## config.mk

```make
export PLATFORM = sky130hd
export DESIGN_NAME = imem_loader
export DESIGN_NICKNAME = d
export VERILOG_FILES = /design/src/rtl/imem_loader.sv
export SDC_FILE = /design/constraint.sdc
export NUM_CORES = 1
export LEC_CHECK = 0
export ABC_AREA = 1
export BUFFER_PORTS_ARGS = -buffer_cell sky130_fd_sc_hd__buf_2
export CAP_MARGIN = 20
export CORE_MARGIN = 4
export CORE_UTILIZATION = 43
export DETAILED_ROUTE_END_ITERATION = 7
export GPL_TIMING_DRIVEN = 0
export HOLD_SLACK_MARGIN = 0.12
export PLACE_DENSITY = 0.7
export SETUP_SLACK_MARGIN = 0.05
export SLEW_MARGIN = 20
export SYNTH_ARGS = -nofsm -noshare
export SYNTH_HDL_FRONTEND = slang
export SYNTH_SLANG_ARGS = --single-unit
```

## constraint.sdc

```tcl
create_clock -name i_clk -period 1.7 [get_ports i_clk]
set_input_delay 0.425 -clock i_clk [delete_from_list [all_inputs] [get_ports i_clk]]
set_output_delay 0.425 -clock i_clk [all_outputs]
set_load 0.05 [all_outputs]
```

## src/rtl/imem_loader.sv

```systemverilog
// imem_loader: packs a byte stream into 32-bit words and writes them to consecutive
// instruction-memory addresses while holding the CPU in reset until the image is complete.
//
//   state  | meaning
//   -------+-------------------------------------------------------------
//   IDLE   | waiting for start; cpu_rst holds its last value
//   RECV   | accepting stream bytes, packing them into the word register
//   WRITE  | one cycle: mem_we high with the packed word, counters advance
//   FINISH | one cycle: done pulse, CPU released from reset
module imem_loader #(
   parameter int ADDR_W     = 6,
   parameter int DEPTH      = 64,
   parameter bit BIG_ENDIAN = 1'b1
) (
   input  logic              i_clk,
   input  logic              i_rst_n,
   input  logic              i_start,
   input  logic              i_abort,
   input  logic [6:0]        i_len,
   input  logic              i_byte_valid,
   input  logic [7:0]        i_byte_data,
   output logic              o_byte_ready,
   output logic              o_mem_we,
   output logic [ADDR_W-1:0] o_mem_addr,
   output logic [31:0]       o_mem_din,
   output logic              o_cpu_rst,
   output logic              o_busy,
   output logic              o_done,
   output logic [6:0]        o_words_loaded
);

   typedef enum logic [1:0] {
      S_IDLE   = 2'd0,
      S_RECV   = 2'd1,
      S_WRITE  = 2'd2,
      S_FINISH = 2'd3
   } state_t;

   localparam logic [6:0] DEPTH_W = 7'(DEPTH);

   state_t              r_state;
   state_t              w_state_nxt;
   logic [6:0]          r_len_eff;
   logic [6:0]          r_words;
   logic [1:0]          r_byte_cnt;
   logic [31:0]         r_word;
   logic                r_mem_we;
   logic [ADDR_W-1:0]   r_mem_addr;
   logic [31:0]         r_mem_din;
   logic                r_cpu_rst;
   logic                r_busy;
   logic                r_done;

   logic [6:0]          w_len_eff;
   logic                w_go;
   logic                w_accept;
   logic                w_word_full;
   logic [6:0]          w_words_inc;
   logic                w_last;
   logic [31:0]         w_packed;

   // A zero or oversized length means "fill the whole memory".
   assign w_len_eff   = ((i_len == 7'd0) || (i_len > DEPTH_W)) ? DEPTH_W : i_len;
   assign w_go        = (r_state == S_IDLE) && i_start && !i_abort;
   assign w_accept    = (r_state == S_RECV) && !i_abort && i_byte_valid;
   assign w_word_full = w_accept && (r_byte_cnt == 2'd3);
   assign w_words_inc = r_words + 7'd1;
   assign w_last      = (w_words_inc == r_len_eff);
   // Shift direction decides which end of the word the first byte lands in.
   assign w_packed    = BIG_ENDIAN ? {r_word[23:0], i_byte_data}
                                   : {i_byte_data, r_word[31:8]};

   // Ready is withheld while aborting so an abort never consumes a byte.
   assign o_byte_ready   = (r_state == S_RECV) && !i_abort;
   assign o_mem_we       = r_mem_we;
   assign o_mem_addr     = r_mem_addr;
   assign o_mem_din      = r_mem_din;
   assign o_cpu_rst      = r_cpu_rst;
   assign o_busy         = r_busy;
   assign o_done         = r_done;
   assign o_words_loaded = r_words;

   // State register.
   always_ff @(posedge i_clk or negedge i_rst_n) begin
      if (!i_rst_n) r_state <= S_IDLE;
      else          r_state <= w_state_nxt;
   end

   // Next-state decode; abort wins everywhere except FINISH.
   always_comb begin
      w_state_nxt = r_state;
      case (r_state)
         S_IDLE:   if (w_go) w_state_nxt = S_RECV;
         S_RECV: begin
            if (i_abort)          w_state_nxt = S_IDLE;
            else if (w_word_full) w_state_nxt = S_WRITE;
         end
         S_WRITE: begin
            if (i_abort)     w_state_nxt = S_IDLE;
            else if (w_last) w_state_nxt = S_FINISH;
            else             w_state_nxt = S_RECV;
         end
         S_FINISH: w_state_nxt = S_IDLE;
         default:  w_state_nxt = S_IDLE;
      endcase
   end

   // Datapath, counters and registered status outputs.
   always_ff @(posedge i_clk or negedge i_rst_n) begin
      if (!i_rst_n) begin
         r_len_eff  <= '0;
         r_words    <= '0;
         r_byte_cnt <= '0;
         r_word     <= '0;
         r_mem_we   <= 1'b0;
         r_mem_addr <= '0;
         r_mem_din  <= '0;
         r_cpu_rst  <= 1'b1;
         r_busy     <= 1'b0;
         r_done     <= 1'b0;
      end else begin
         r_done   <= 1'b0;
         r_mem_we <= 1'b0;
         if (w_go) begin
            r_len_eff  <= w_len_eff;
            r_words    <= '0;
            r_byte_cnt <= '0;
            r_busy     <= 1'b1;
            r_cpu_rst  <= 1'b1;
         end
         if (w_accept) begin
            r_word     <= w_packed;
            r_byte_cnt <= r_byte_cnt + 2'd1;
         end
         // Address and data are captured with the fourth byte and then held.
         if (w_word_full) begin
            r_mem_we   <= 1'b1;
            r_mem_addr <= r_words[ADDR_W-1:0];
            r_mem_din  <= w_packed;
         end
         if ((r_state == S_RECV) && i_abort) r_busy <= 1'b0;
         if (r_state == S_WRITE) begin
            if (i_abort) begin
               r_busy <= 1'b0;
            end else begin
               r_words    <= w_words_inc;
               r_byte_cnt <= '0;
               if (w_last) begin
                  r_done    <= 1'b1;
                  r_cpu_rst <= 1'b0;
                  r_busy    <= 1'b0;
               end
            end
         end
      end
   end

endmodule

```

==> reports/results.tsv, run 1 <==
metric	value	unit
outcome	finished, final reports clean	
detailed-route via count	2859	
Rel. slew slack	68.1	%
Worst Max-Slew Pin Slew	0.479	ns
cell area after synthesis	0.00346	mm²
Slowest Stage Delay on Critical Path	0.40	ns
DP Area	0.00396	mm²
Clk Latency, worst-skew pair	0.36	ns
routing usage on met1	23.9	%
Row Count	32	
Cells after DPL	558	
num ports	70	
WP buf/inv	2	
Clock Path Buffers	2	
CP arrival	1.20	ns
gpl congestion	0.850	
commonest cells in the netlist	nand2_1, dfrtp_1, o21ai_0	
Mapped Cells	386	
EDFF count, synth	0	
Clk Tree Root Cell	clkbuf_8	
unrepaired setup endpoints after global routing	yes	
total grt overflow	0	
# fillers	720	
Data required, critical path	1.27	ns
Max Cap Violations	0	
flop-to-flop setup slack	0.12	ns
most instantiated library cell after synthesis	nand2_1	
Final Core Density	55.8	%
initial core utilization	44.5	%
crit path max fanout	4	
Nets	498	
final worst-path cycle share	95.7	%
top_reg_cell synth	dfrtp_1	
Crit. Startpoint	r_state[1]	
Final Max Tran Viols	0	
total die area	0.00954	mm²
CORE AREA	0.00777	mm²
gr busiest metal	met2	
GRT Overall Usage	17.6	%
Post-Syn Nets	408	
synth unique cells	25	
Yosys reg bits	84	
r2r worst-path depth	13	
total CTS buffers	9	
hold_ws	0.315	ns
vias in the first global route	2814	
CP Capture Point	o_byte_ready	
Die X	97.7	µm
Warnings, synthesis	0	
power per cell area	1800	mW/mm²
Vias/cell	4.90	
Iter 0 DRT Violations	133	
fraction of layout cells with a size suffix above 1	27.4	%
fin area	0.00433	mm²
Post-DRT Antenna Nets	0	
PortBufs	69	
critical path cell sequence	inv_2, nand2_4, nor2_4, buf_6	
wire per inst	13.6	µm
DRC violations left	0	
post-synthesis area per instance	8.95	µm²
synth top area cells	dfrtp_1, nand2_1, o21ai_0	
dpl hpwl	5790	µm
P&R area growth vs syn	25.3	%
dominant cell type by area after synthesis	dfrtp_1	
routed wire length	7940	µm
first-pass GRT wire length	13600	µm
CP Capture Type	primary output	
Top delay family on crit path	flip-flops	
skew final	0.0127	ns
grt met2 use	27.2	%
final hold violations	0	
Final Setup Violations	0	
Period minus WS final	1.63	ns
crit path launch type	register	
Pleak	0.00230	µW
drt first pass iters	4	
Hold Path Class	in2reg	
maximum vdd drop	1000	µV
clk sinks	84	
n_diodes	0	
CTS tree	yes	
critical path depth	4	
Async S/R FF share, synth	100	%
pin count of the biggest net entering global routing	56	
post-synth top area share	60.1	%
Clock transition at path regs	0.09	ns
worst r2r dst	o_cpu_rst	
kind of critical path	reg2out	
Slowest-stage cell, CP	dfrtp_1	
Seq/Total Area, Yosys	60.9	%
Max Fclk	0.614	GHz
Reg2Reg Launch Point	o_words_loaded[0]	
Post-Layout Cell Count	583	
met3 usage	4.02	%
H-tree levels	3	
Die Y	97.7	µm
initial antenna violation count	0	
## area by class of cell
cell class                 instances  area, µm²  area share, %
inverter                          55        206           4.77
multi-input combinational        233       1160           26.8
sequential                        84       2110           48.7
buffer                            14       66.3           1.53
clock inverter                     7       76.3           1.76
clock buffer                       9        124           2.86
tap                              102        128           2.95
timing repair buffer              79        459           10.6
## layer usage
layer / vias to the layer above / wire length, µm
li1: 1406 / -
met2: 78 / 3760
met4: 0 / 161
met5: - / 0
met1: 1362 / 3570
met3: 13 / 450
## cell families (layout without fill, tap and decap cells)
logic type	Yosys count	in the layout	synth area share, %
adders and majority gates	2	2	0.724
AOI/OAI and AO/OA	77	77	11.7
buffers and inverters	69	164	7.89
and+or+nand+nor	154	154	18.8
DFF	84	84	60.9
## report_power, final
part	internal [µW]	total (µW)	leakage, µW	switching, µW
Combinational	842	3180	0.00108	2340
Sequential	2730	3160	0.00111	432
Clock	689	1430	0.000101	744
Total	4260	7770	0.00230	3510
## worst min path at each step
stage,start,endpoint,slack [ns],depth (start not counted)
CTS,i_len[3],r_len_eff[3],0.31,3
detailed placement,i_rst_n,o_mem_we,0.38,1
global route,i_byte_data[5],r_word[5],0.33,3
floorplan,i_rst_n,asynchronous set/reset pin,0.13,0
finish,i_len[4],r_len_eff[4],0.32,3
global placement,r_word[22],o_mem_din[30],0.46,2
## through the flow
stage	power (µW)	setup TNS, ns	setup slack, ns
after floorplan	5350	0	0.0622
after global placement	6090	-37.04	-0.591
after detailed placement	6180	0	0.00921
after CTS	7650	0	0.0466
after global routing	8290	-0.000902	-0.000902
final	7770	0	0.0725
## sequential cells by signal, indices dropped and copies added (netlist names), named ones only
name	flops
r_byte_cnt	2
o_cpu_rst	1
o_mem_we	1
r_len_eff	7
r_state	2
o_mem_addr	6
r_word	24
o_busy	1
o_done	1
o_mem_din	32
o_words_loaded	5
## repair_timing
item	CTS	global route
endpoints found under the setup margin	1	13
gates resized for setup	4	26
endpoints found under the hold margin	28	0
setup buffers	2	6
hold buffers	1	0
pin swaps	1	13
## placed cells by master, fill, tap and decap left out, types with 2 or more instances in the layout
| cell type | n |
|---|---|
| nand2_1 | 103 |
| dfrtp_1 | 79 |
| buf_2 | 69 |
| o21ai_0 | 62 |
| inv_1 | 53 |
| nand3_1 | 19 |
| nand2_2 | 11 |
| clkbuf_1 | 10 |
| clkbuf_8 | 9 |
| buf_4 | 8 |
| nor2_1 | 6 |
| o22ai_1 | 6 |
| nor2_4 | 5 |
| a21oi_1 | 4 |
| buf_6 | 4 |
| dfrtp_2 | 4 |
| inv_2 | 2 |
| nand2_4 | 2 |
| nand3_2 | 2 |
| nor2_2 | 2 |
| o21ai_1 | 2 |
| clkinv_4 | 2 |
| clkinv_2 | 2 |
## worst reg2reg max path: cells and delay by family (launching register included)
kind                     cells  cell delay (ns)
AND/OR/NAND/NOR              8             0.68
flip-flops                   1             0.41
buffers and inverters        3             0.18
adder cells (fa/ha/maj)      1             0.16
AO/OA/AOI/OAI                1             0.10
Power figures use the tool's default switching activity.
==> run 2: changes to the inputs <==
--- a/config.mk
+++ b/config.mk
@@ -7,13 +7,15 @@
 export LEC_CHECK = 0
 export ABC_AREA = 1
 export BUFFER_PORTS_ARGS = -buffer_cell sky130_fd_sc_hd__buf_2
-export CAP_MARGIN = 20
+export CAP_MARGIN = 30
+export CELL_PAD_IN_SITES_DETAIL_PLACEMENT = 0
+export CELL_PAD_IN_SITES_GLOBAL_PLACEMENT = 1
 export CORE_MARGIN = 4
-export CORE_UTILIZATION = 43
+export CORE_UTILIZATION = 41
 export DETAILED_ROUTE_END_ITERATION = 7
 export GPL_TIMING_DRIVEN = 0
 export HOLD_SLACK_MARGIN = 0.12
-export PLACE_DENSITY = 0.7
+export PLACE_DENSITY = 0.84
 export SETUP_SLACK_MARGIN = 0.05
 export SLEW_MARGIN = 20
 export SYNTH_ARGS = -nofsm -noshare
==> reports/results.tsv, run 2 (synthesized netlist as in run 1, its figures left out) <==
metric	value	unit
Slowest Stage Delay on Critical Path	0.39	ns
number of cells on the worst hold path	3	
Iter 0 DRT Violations	120	
Post-Layout Cell Count	582	
n_diodes	0	
setup ws final	0.0964	ns
crit path launch type	register	
Hold Path Class	in2reg	
worst r2r dst	r_state[1]	
Max Cap Violations	0	
CP Capture Type	primary output	
number of flip-flops in the largest register	32	
Nets	495	
wire per inst	13.8	µm
critical path cell sequence	inv_2, nand2_4, nor2_4, buf_6	
drt first pass iters	6	
Die X	99.8	µm
Pleak	0.00229	µW
clk sinks	84	
flop-to-flop setup slack	0.11	ns
Vias/cell	4.83	
Reg2Reg Launch Point	o_words_loaded[0]	
most common cell after layout, fill and taps aside	nand2_1	
Final Setup Violations	0	
Clock Path Buffers	2	
CTS tree	yes	
CORE AREA	0.00822	mm²
Rel. slew slack	67.1	%
total CTS buffers	9	
Cells after DPL	561	
final worst-path cycle share	94.3	%
final hold violations	0	
PortBufs	69	
unrepaired setup endpoints after global routing	yes	
Worst Max-Slew Pin Slew	0.494	ns
Clock transition at path regs	0.08	ns
most frequent cells in the layout	nand2_1, dfrtp_1, buf_2, o21ai_0, inv_1	
num ports	70	
total grt overflow	0	
outcome	finished, final reports clean	
Max Fclk	0.624	GHz
r2r worst-path depth	9	
power per cell area	1820	mW/mm²
Final Max Tran Viols	0	
P&R area growth vs syn	24.4	%
worst hold endpoint	r_len_eff[0]	
Clk Tree Root Cell	clkbuf_8	
routed wire length	8040	µm
gpl congestion	0.792	
vias in the first global route	2868	
Die Y	99.8	µm
Clk Latency, worst-skew pair	0.35	ns
GRT Overall Usage	17.8	%
# fillers	776	
H-tree levels	3	
fraction of layout cells with a size suffix above 1	25.4	%
CP arrival	1.18	ns
detailed-route via count	2813	
Post-DRT Antenna Nets	0	
dpl ws	0.00911	ns
crit path max fanout	2	
Hold Path Origin	i_len[0]	
Slowest-stage cell, CP	dfrtp_1	
pin count of the biggest net entering global routing	56	
total die area	0.00996	mm²
initial antenna violation count	0	
Period minus WS final	1.60	ns
first-pass GRT wire length	14100	µm
Data required, critical path	1.27	ns
Row Count	33	
dpl hpwl	5840	µm
DRC violations left	0	
skew final	0.00554	ns
kind of critical path	reg2out	
maximum vdd drop	1040	µV
initial core utilization	42.1	%
[run 2: cell count changes in the layout (fill, tap and decap cells not counted), sizes merged]
cell	before	now
buf	82	79
bufinv	1	2
clkbuf	19	21
clkinv	4	0
clkinvlp	1	2
inv	56	55
[run 2: through the flow]
| stage | total power (µW) | TNS [ns] | instance area (µm²) | hold WS [ns] | utilization [%] |
|---|---|---|---|---|---|
| floorplan | 5350 | 0 | 3460 | 0.129 | - |
| global placement | 6090 | -41.01 | 3940 | 0.454 | 47.9 |
| detailed placement | 6190 | 0 | 3970 | 0.392 | 48.3 |
| CTS | 7780 | 0 | 4230 | 0.321 | 51.5 |
| global route | 8350 | -0.0131 | 4300 | 0.329 | 52.3 |
| finish | 7820 | 0 | 4300 | 0.320 | 52.3 |
[run 2: power breakdown]
group / switching [µW] / total, µW / internal, µW
Sequential: 427 / 3160 / 2730
Combinational: 2290 / 3140 / 845
Clock: 707 / 1530 / 821
Total: 3430 / 7820 / 4390
[run 2: layer usage]
layer	routed length (µm)	global-route usage [%]	up-vias
li1	-	-	1389
met1	3760	25.2	1339
met2	3640	27.3	76
met3	530	4.66	9
met4	106	5.04	0
met5	0	0	-
[run 2: area by class of cell]
type | instances | area, µm² | share of cell area [%]
sequential | 84 | 2110 | 49.1
multi-input combinational | 233 | 1120 | 26.0
timing repair buffer | 76 | 445 | 10.4
inverter | 55 | 206 | 4.80
clock buffer | 11 | 131 | 3.06
tap | 105 | 131 | 3.06
buffer | 14 | 81.3 | 1.89
clock inverter | 4 | 75.1 | 1.75
[run 2: worst max-delay path: cells and delay by family (launching register included)]
kind,cells,cell delay [ns]
DFF,1,0.39
and+or+nand+nor,2,0.17
buffers and inverters,2,0.25
[run 2: how the worst max path moves through the flow]
stage,from,to,slack (ns),cells after the start
finish,r_state[1],o_byte_ready,0.1,4
global route,o_words_loaded[0],r_state[1],-0.01,9
CTS,r_state[1],o_byte_ready,0.05,4
detailed placement,o_words_loaded[0],o_cpu_rst,0.009,11
global placement,i_rst_n,asynchronous set/reset pin,-0.64,1
floorplan,register,o_cpu_rst,0.06,12
[run 2: repair_timing]
action                                  4_1_cts  5_1_grt
buffers inserted                              3        2
gates resized for setup                       6       23
pin swaps                                     4        9
endpoints found under the hold margin        29        0
endpoints found under the setup margin        4       47
hold buffers                                  1        0
gates cloned                                  0        0
==> run 3: changes to the inputs <==
--- a/config.mk
+++ b/config.mk
@@ -16,7 +16,7 @@
 export GPL_TIMING_DRIVEN = 0
 export HOLD_SLACK_MARGIN = 0.12
 export PLACE_DENSITY = 0.84
-export SETUP_SLACK_MARGIN = 0.05
+export SETUP_SLACK_MARGIN = 0.4
 export SLEW_MARGIN = 20
 export SYNTH_ARGS = -nofsm -noshare
 export SYNTH_HDL_FRONTEND = slang
==> reports/results.tsv, run 3 (synthesized netlist as in run 1, its figures left out) <==
metric	value	unit
outcome	finished, final reports clean	
H-tree levels	3	
number of cells on the worst hold path	3	
Post-Layout Cell Count	646	
Die X	99.8	µm
number of flip-flops in the largest register	32	
first-pass GRT wire length	15200	µm
worst r2r dst	r_state[1]	
grt met2 use	31.5	%
Switching Fraction	42.8	%
routed wire length	10800	µm
Period minus WS final	1.66	ns
fraction of layout cells with a size suffix above 1	57.7	%
r2r worst-path depth	11	
unrepaired setup endpoints after global routing	yes	
detailed-route via count	3256	
Logic pwr share	50.1	%
most frequent cells in the layout	dfrtp_1, buf_6, inv_1, buf_4, nand2_2	
maximum vdd drop	986	µV
Cells after DPL	561	
met3 usage	4.38	%
CTS tree	yes	
Row Count	33	
DP Area	0.00406	mm²
routing usage on met1	26.4	%
PortBufs	69	
Hold Path Origin	i_len[3]	
total CTS buffers	9	
num ports	70	
DRC violations left	0	
Max Cap Violations	0	
dpl hpwl	5810	µm
setup ws final	0.0426	ns
Vias/cell	5.04	
Data required, critical path	1.99	ns
Max Fclk	0.603	GHz
GRT Overall Usage	19.4	%
setup TNS	0	ns
vias in the first global route	3081	
total grt overflow	0	
skew final	0.00892	ns
worst hold endpoint	r_len_eff[3]	
flop-to-flop setup slack	0.04	ns
drt first pass iters	4	
Clk Tree Root Cell	clkbuf_8	
Final Setup Violations	0	
CORE AREA	0.00822	mm²
CP arrival	1.94	ns
Final Max Tran Viols	0	
initial antenna violation count	0	
Post-DRT Antenna Nets	0	
Cell Int Power	5770	µW
Clock Path Buffers	2	
Worst Max-Slew Pin Slew	0.382	ns
gr busiest metal	met2	
P&R area growth vs syn	73.7	%
Nets	558	
Pleak	0.00299	µW
Hold Path Class	in2reg	
power share of the sequential group	34.0	%
crit path launch type	register	
Clock transition at path regs	0.09	ns
Clk Latency, worst-skew pair	0.36	ns
power per cell area	1680	mW/mm²
final worst-path cycle share	97.5	%
Iter 0 DRT Violations	159	
hold_ws	0.329	ns
most common cell after layout, fill and taps aside	dfrtp_1	
crit path max fanout	4	
fin area	0.00600	mm²
Die Y	99.8	µm
total die area	0.00996	mm²
kind of critical path	reg2reg	
initial core utilization	42.1	%
Rel. slew slack	74.5	%
clk sinks	84	
share of total power in the clock network	15.9	%
CP Capture Type	register	
n_diodes	0	
dpl ws	0.0101	ns
pin count of the biggest net entering global routing	59	
wire per inst	16.7	µm
Psw	4320	µW
final hold violations	0	
gpl congestion	0.795	
## run 3: cell count changes in the layout (fill, tap and decap cells not counted), moves of 32 or more
cell and delta:
buf_4 +41, nand2_2 +42, buf_6 +56, buf_2 -50, o21ai_2 +32, nand2_1 -73
o21ai_0 -55
## run 3: critical path, cell delays in order, from the launching register on
cell,delay [ns]
dfrtp_2,0.40
buf_6,0.13
nand2_4,0.05
nor2_4,0.16
nand2_1,0.11
nand2_1,0.10
nand2_1,0.05
nand2_1,0.09
nand2_1,0.07
nor2_2,0.15
nand3_2,0.13
a21oi_2,0.14
## run 3: worst max-delay path by stage
stage	end	slack, ns
after CTS	o_cpu_rst	0.12
after floorplan	o_cpu_rst	0.12
after global routing	r_state[1]	-0.04
final	r_state[1]	0.04
after detailed placement	o_words_loaded[6]	0.01
after global placement	o_words_loaded[3]	-0.61
## run 3: area by class of cell
| cell class | count | area [µm²] |
|---|---|---|
| Buffer | 14 | 254 |
| Tap cell | 105 | 131 |
| Inverter | 55 | 214 |
| Sequential cell | 84 | 2110 |
| Clock inverter | 5 | 83.8 |
| Timing Repair Buffer | 138 | 1390 |
| Clock buffer | 11 | 141 |
| Fill cell | 540 | 2210 |
| Multi-Input combinational cell | 234 | 1680 |
## run 3: per-stage QoR
stage / total power [µW] / utilization [%]
after floorplan: 5490 / -
after global placement: 6240 / 49.1
after detailed placement: 6320 / 49.4
after CTS: 8840 / 62.2
after global routing: 10600 / 73.1
final: 10100 / 73.1
## run 3: repair_timing
action                                 in CTS  in global routing
pin swaps                                  10                 24
setup endpoints to repair                 117                134
endpoints found under the hold margin      26                  0
cloned                                      6                  5
buffers inserted                           27                 30
hold buffers                                1                  0
resized for setup                         141                179
## run 3: power by group through the flow
stage / registers [µW] / clock network (µW) / logic, µW
floorplan: 4400 / 0 / 1090
global placement: 3180 / 0 / 3060
detailed placement: 3200 / 0 / 3120
CTS: 3240 / 1620 / 3980
global route: 3510 / 1700 / 5380
finish: 3430 / 1600 / 5060
## run 3: layer usage
layer / share of wire (%) / routed length, µm / vias to the layer above
li1: - / - / 1541
met1: 42 / 4570 / 1625
met2: 52 / 5620 / 77
met3: 3.9 / 425 / 13
met4: 1.6 / 168 / 0
met5: 0 / 0 / -
